**config.mk**
```make
export PLATFORM = sky130hd
export DESIGN_NAME = fetch_stage
export DESIGN_NICKNAME = d
export VERILOG_FILES = /design/src/rtl/fetch_stage.sv
export SDC_FILE = /design/constraint.sdc
export NUM_CORES = 1
export LEC_CHECK = 0
export BUFFER_PORTS_ARGS = -buffer_cell sky130_fd_sc_hd__buf_2
export CAP_MARGIN = 0
export CORE_AREA = 2 2 109 111
export DETAILED_ROUTE_END_ITERATION = 8
export DIE_AREA = 0 0 111 113
export GPL_TIMING_DRIVEN = 0
export PLACE_DENSITY = 0.95
export SLEW_MARGIN = 5
export SYNTH_ARGS = -nofsm -noshare
export SYNTH_HDL_FRONTEND = slang
export SYNTH_SLANG_ARGS = --single-unit
```
**constraint.sdc**
```tcl
create_clock -name clk -period 5.4 [get_ports clk]
set_input_delay 0.27 -clock clk [delete_from_list [all_inputs] [get_ports clk]]
set_output_delay 0.27 -clock clk [all_outputs]
set_load 0.01 [all_outputs]
```
**src/rtl/fetch_stage.sv**
```systemverilog
// Instruction fetch stage: PC register, IF/ID pipeline register, redirect/stall/flush
// handling and a sticky out-of-range fault that halts fetch until reset.
module fetch_stage #(
    parameter logic [31:0] RESET_PC  = 32'd100,
    parameter int unsigned MEM_BYTES = 16384
) (
    input  logic        clk,
    input  logic        rst_n,
    input  logic        stall,
    input  logic        flush,
    input  logic        branch_taken,
    input  logic [31:0] branch_target,
    input  logic        jump,
    input  logic [31:0] jump_target,
    input  logic [31:0] instr_in,
    output logic [31:0] pc_out,
    output logic [31:0] if_id_instr,
    output logic [31:0] if_id_pc4,
    output logic        if_id_valid,
    output logic        pc_fault,
    output logic [31:0] fetch_count
);

    localparam logic [31:0] LAST_ADDR = 32'(MEM_BYTES - 4);

    typedef enum logic {
        S_RUN  = 1'b0,
        S_HALT = 1'b1
    } state_t;

    state_t      r_state;
    state_t      w_state_nxt;
    logic [31:0] r_pc;
    logic [31:0] r_instr;
    logic [31:0] r_pc4;
    logic        r_valid;
    logic        r_fault;
    logic [31:0] r_count;

    logic [31:0] w_pc_nxt;
    logic [31:0] w_instr_nxt;
    logic [31:0] w_pc4_nxt;
    logic        w_valid_nxt;
    logic        w_fault_nxt;
    logic [31:0] w_count_nxt;
    logic [31:0] w_pc_plus4;
    logic [31:0] w_target;

    assign w_pc_plus4 = r_pc + 32'd4;
    // Branch wins over jump; targets are word-aligned by clearing the low two bits
    assign w_target   = (branch_taken ? branch_target : jump_target) & ~32'd3;

    always_ff @(posedge clk or negedge rst_n) begin
        if (!rst_n) begin
            r_state <= S_RUN;
            r_pc    <= RESET_PC;
            r_instr <= 32'd0;
            r_pc4   <= 32'd0;
            r_valid <= 1'b0;
            r_fault <= 1'b0;
            r_count <= 32'd0;
        end else begin
            r_state <= w_state_nxt;
            r_pc    <= w_pc_nxt;
            r_instr <= w_instr_nxt;
            r_pc4   <= w_pc4_nxt;
            r_valid <= w_valid_nxt;
            r_fault <= w_fault_nxt;
            r_count <= w_count_nxt;
        end
    end

    // Priority per edge in RUN: redirect, fault, stall, normal fetch
    always_comb begin
        w_state_nxt = r_state;
        w_pc_nxt    = r_pc;
        w_instr_nxt = r_instr;
        w_pc4_nxt   = r_pc4;
        w_valid_nxt = r_valid;
        w_fault_nxt = r_fault;
        w_count_nxt = r_count;

        case (r_state)
            S_RUN: begin
                if (branch_taken || jump) begin
                    w_pc_nxt    = w_target;
                    w_instr_nxt = 32'd0;
                    w_pc4_nxt   = 32'd0;
                    w_valid_nxt = 1'b0;
                end else if (r_pc > LAST_ADDR) begin
                    w_state_nxt = S_HALT;
                    w_fault_nxt = 1'b1;
                    w_instr_nxt = 32'd0;
                    w_pc4_nxt   = 32'd0;
                    w_valid_nxt = 1'b0;
                end else if (stall) begin
                    if (flush) begin
                        w_instr_nxt = 32'd0;
                        w_pc4_nxt   = 32'd0;
                        w_valid_nxt = 1'b0;
                    end
                end else begin
                    w_pc_nxt = w_pc_plus4;
                    if (flush) begin
                        w_instr_nxt = 32'd0;
                        w_pc4_nxt   = 32'd0;
                        w_valid_nxt = 1'b0;
                    end else begin
                        w_instr_nxt = instr_in;
                        w_pc4_nxt   = w_pc_plus4;
                        w_valid_nxt = 1'b1;
                        w_count_nxt = r_count + 32'd1;
                    end
                end
            end
            S_HALT: begin
                w_instr_nxt = 32'd0;
                w_pc4_nxt   = 32'd0;
                w_valid_nxt = 1'b0;
                w_fault_nxt = 1'b1;
            end
            default: begin
                w_state_nxt = S_RUN;
            end
        endcase
    end

    assign pc_out      = r_pc;
    assign if_id_instr = r_instr;
    assign if_id_pc4   = r_pc4;
    assign if_id_valid = r_valid;
    assign pc_fault    = r_fault;
    assign fetch_count = r_count;

endmodule

```
==> results.sh <==
export IMPL_cts_tree="yes"
export IMPL_yosysTopAreaCell="dfrtp_1"
export IMPL_crit_arrival_ns=3.26
export IMPL_drtIter0Drc=436
export IMPL_ys_top_cells_by_count="dfrtp_1 (125), a22o_1 (48), nand2_1 (36)"
export IMPL_diodes=0
export IMPL_synthArstFlopShare=1.00
export IMPL_syn_instance_count=527
export IMPL_ff2ff_setup_slack_ns=2.44
export IMPL_maxSlewViolCount=0
export IMPL_intPower_mw=2.00
export IMPL_min_period_ns=2.96
export IMPL_cts_root_buffer="clkbuf_16"
export IMPL_synth_cell_type_count=58
export IMPL_comb_power_share=0.143
export IMPL_path_delay_family="simple AND/OR/NAND/NOR gates"
export IMPL_start_kind="flop"
export IMPL_ys_seq_elements=128
export IMPL_hp_class="input pin to flop"
export IMPL_clock_sinks=128
export IMPL_clk_insertion_delay_late_ns=0.42
export IMPL_leakage_nw=4.07
export IMPL_die_y_um=113
export IMPL_peakVddDrop_mv=0.218
export IMPL_wl_um=17000
export IMPL_rows=39
export IMPL_ant_nets=0
export IMPL_fin_area_mm2=0.00792
export IMPL_max_slew_margin_rel=0.190
export IMPL_yosysMostFrequentCell="dfrtp_1"
export IMPL_finalCritPeriodShare=0.547
export IMPL_gp_congestion=0.890
export IMPL_grt_first_pass_wirelength_um=27000
export IMPL_path_class="flop to flop"
export IMPL_finClkSkew_ns=0.00718
export IMPL_switchingPower_uw=723
export IMPL_num_vias=5398
export IMPL_grt_usage=0.274
export IMPL_cts_buffers=17
export IMPL_seqPwrFrac=0.408
export IMPL_power_density_mw_per_mm2=343
export IMPL_areaGrowthSynthToFinish_pct=33.5
export IMPL_ys_flop_type="dfrtp_1"
export IMPL_syn_cell_area_mm2=0.00594
export IMPL_wl_per_cell_um=18.3
export IMPL_cp_required_ns=5.70
export IMPL_synth_top_cell_area_share=0.527
export IMPL_reg2reg_depth=6
export IMPL_swShare=0.266
export IMPL_antenna_found_initial=0
export IMPL_io_buffers=224
export IMPL_rsz0062_at_grt="no"
export IMPL_die_area_mm2=0.0125
export IMPL_slowest_stage="nor4_1"
export IMPL_synthTopCellsByArea="dfrtp_1 (53%), a22o_1 (7.1%), xor2_1 (3.4%), xnor2_1 (2.8%), nand2_1 (2.3%)"
export IMPL_dr_pass1_iters=5
export IMPL_dpl_cell_area_mm2=0.00727
export IMPL_clockPowerShare=0.450
export IMPL_core_area_mm2=0.0113
export IMPL_first_global_vias=5286
export IMPL_avgViaCountPerCell=5.81
export IMPL_r2r_end="pc_out[26]"
export IMPL_tightest_slew_ns=1.20
export IMPL_fin_tns_setup_ns=0
export IMPL_cts_resized=0
export IMPL_ioPinCount=232
export IMPL_hold_viol_final=0
export IMPL_drive_gt1_frac=0.388
export IMPL_hp_start="instr_in[0]"
export IMPL_grt_max_degree=79
export IMPL_hpwl_um=12500
export IMPL_globalRoute_totalOverflow=0
export IMPL_cp_cell_sequence="ha_1 -> nand4_1 -> nor4_1 -> and3_1 -> a41oi_1 -> o22a_1"
export IMPL_fp_dieW_um=111
export IMPL_slowest_delay_ns=1.00
export IMPL_fmax_mhz=338
export IMPL_min_path_cells=2
export IMPL_nets=878
export IMPL_htree_levels=4
export IMPL_crit_fanout=7
export IMPL_synth_warning_count=0
export IMPL_initial_utilization=0.527
export IMPL_max_cap_viol_count=0
export IMPL_synth_area_per_cell_um2=11.3
export IMPL_synth_seq_area_share=0.540
export IMPL_status="complete, no violations"
export IMPL_crit_buf_inv=0
export IMPL_synth_edff_count=0
export IMPL_clk_path_buf_depth=2
export IMPL_clk_pin_slew_worst_paths_ns=0.06
export IMPL_finalSetupViolCount=0
export IMPL_hold_path_endpoint="if_id_instr[0]"
export IMPL_timing_rr_start="pc_out[2]"
export IMPL_cp_end_kind="flop"
export IMPL_drc=0
[area by class of cell]
class,count,area (um2)
buffer,36,236
clock buffer,19,453
clock inverter,13,185
fill,829,3350
inverter,7,26.3
multi-input combinational,357,2470
sequential,128,3210
tap,143,179
timing repair buffer,226,1160
[repair_timing]
item	CTS	global route
hold buffers	1	0
setup buffers	0	0
hold endpoints to repair	48	0
[worst reg2reg max path, cell delays in order, from the launching register on]
cell	delay [ns]
dfstp_2	0.63
ha_1	0.30
nand4_1	0.18
nor4_1	1.00
and3_1	0.40
a41oi_1	0.14
o22a_1	0.17
[through the flow]
stage	instances	hold WS, ns	utilization	total power [mW]	setup slack [ns]
after CTS	929	0.0504	0.703	2.72	2.51
after detailed placement	896	0.247	0.645	1.50	2.57
after global placement	895	0.451	0.642	1.49	2.48
after floorplan	528	-0.0256	-	1.32	3.00
after global routing	929	0.0617	0.703	2.82	2.34
final	929	0.0643	0.703	2.72	2.44
[worst max-delay path by stage]
stage              start            end  depth (start not counted)
2_1_floorplan  pc_out[2]     pc_out[25]                          8
3_3_place_gp       rst_n  if_id_pc4[25]                          1
3_5_place_dp   pc_out[2]     pc_out[26]                          6
4_1_cts        pc_out[2]     pc_out[26]                          6
5_1_grt        pc_out[2]     pc_out[26]                          6
6_report       pc_out[2]     pc_out[26]                          6
[power by group through the flow]
stage	combinational [mW]	sequential, mW	clock (mW)
2_1_floorplan	0.188	1.13	0
3_3_place_gp	0.370	1.12	0
3_5_place_dp	0.380	1.12	0
4_1_cts	0.384	1.11	1.24
5_1_grt	0.420	1.12	1.28
6_report	0.388	1.11	1.22
[cell families (layout without fill, tap and decap cells)]
family          after synthesis  after routing  synth area share
buf+inv                      43            301            0.0443
simple gates                177            177             0.167
flops                       128            128             0.540
fa+ha+maj                     3              3           0.00632
mux                           9              9            0.0181
xor+xnor                     42             42            0.0620
compound gates              124            124             0.162
other cells                   1              2          0.000632
[placed cells by master, fill, tap and decap left out, types with 9 or more instances in the layout]
cell	Yosys	final
buf_2	6	229
dfrtp_1	125	125
a22o_1	48	48
nand2_1	36	36
nor2_1	33	33
xor2_1	23	23
nand4_1	19	19
and2_1	19	19
xnor2_1	19	19
clkbuf_16	0	17
nand3_1	15	15
o22ai_1	14	14
nor3_1	12	12
clkbuf_1	11	11
nor4_1	11	11
a21oi_1	11	11
o22a_1	10	10
buf_6	8	9
[flip-flops by register name (all words and copies together), names as in the netlist]
signal / count
fetch_count: 32
if_id_instr: 32
if_id_pc4: 31
if_id_valid: 1
pc_fault: 1
pc_out: 30
r_state: 1
[per-layer routing]
| layer | track usage | vias up | routed length (um) |
|---|---|---|---|
| met5 | 0 | - | 0 |
| met4 | 0.127 | 0 | 526 |
| met3 | 0.0568 | 43 | 1220 |
| met2 | 0.467 | 326 | 8600 |
| met1 | 0.337 | 2583 | 6620 |
| li1 | - | 2446 | - |
Note: power is estimated with default switching activity, not from simulation.
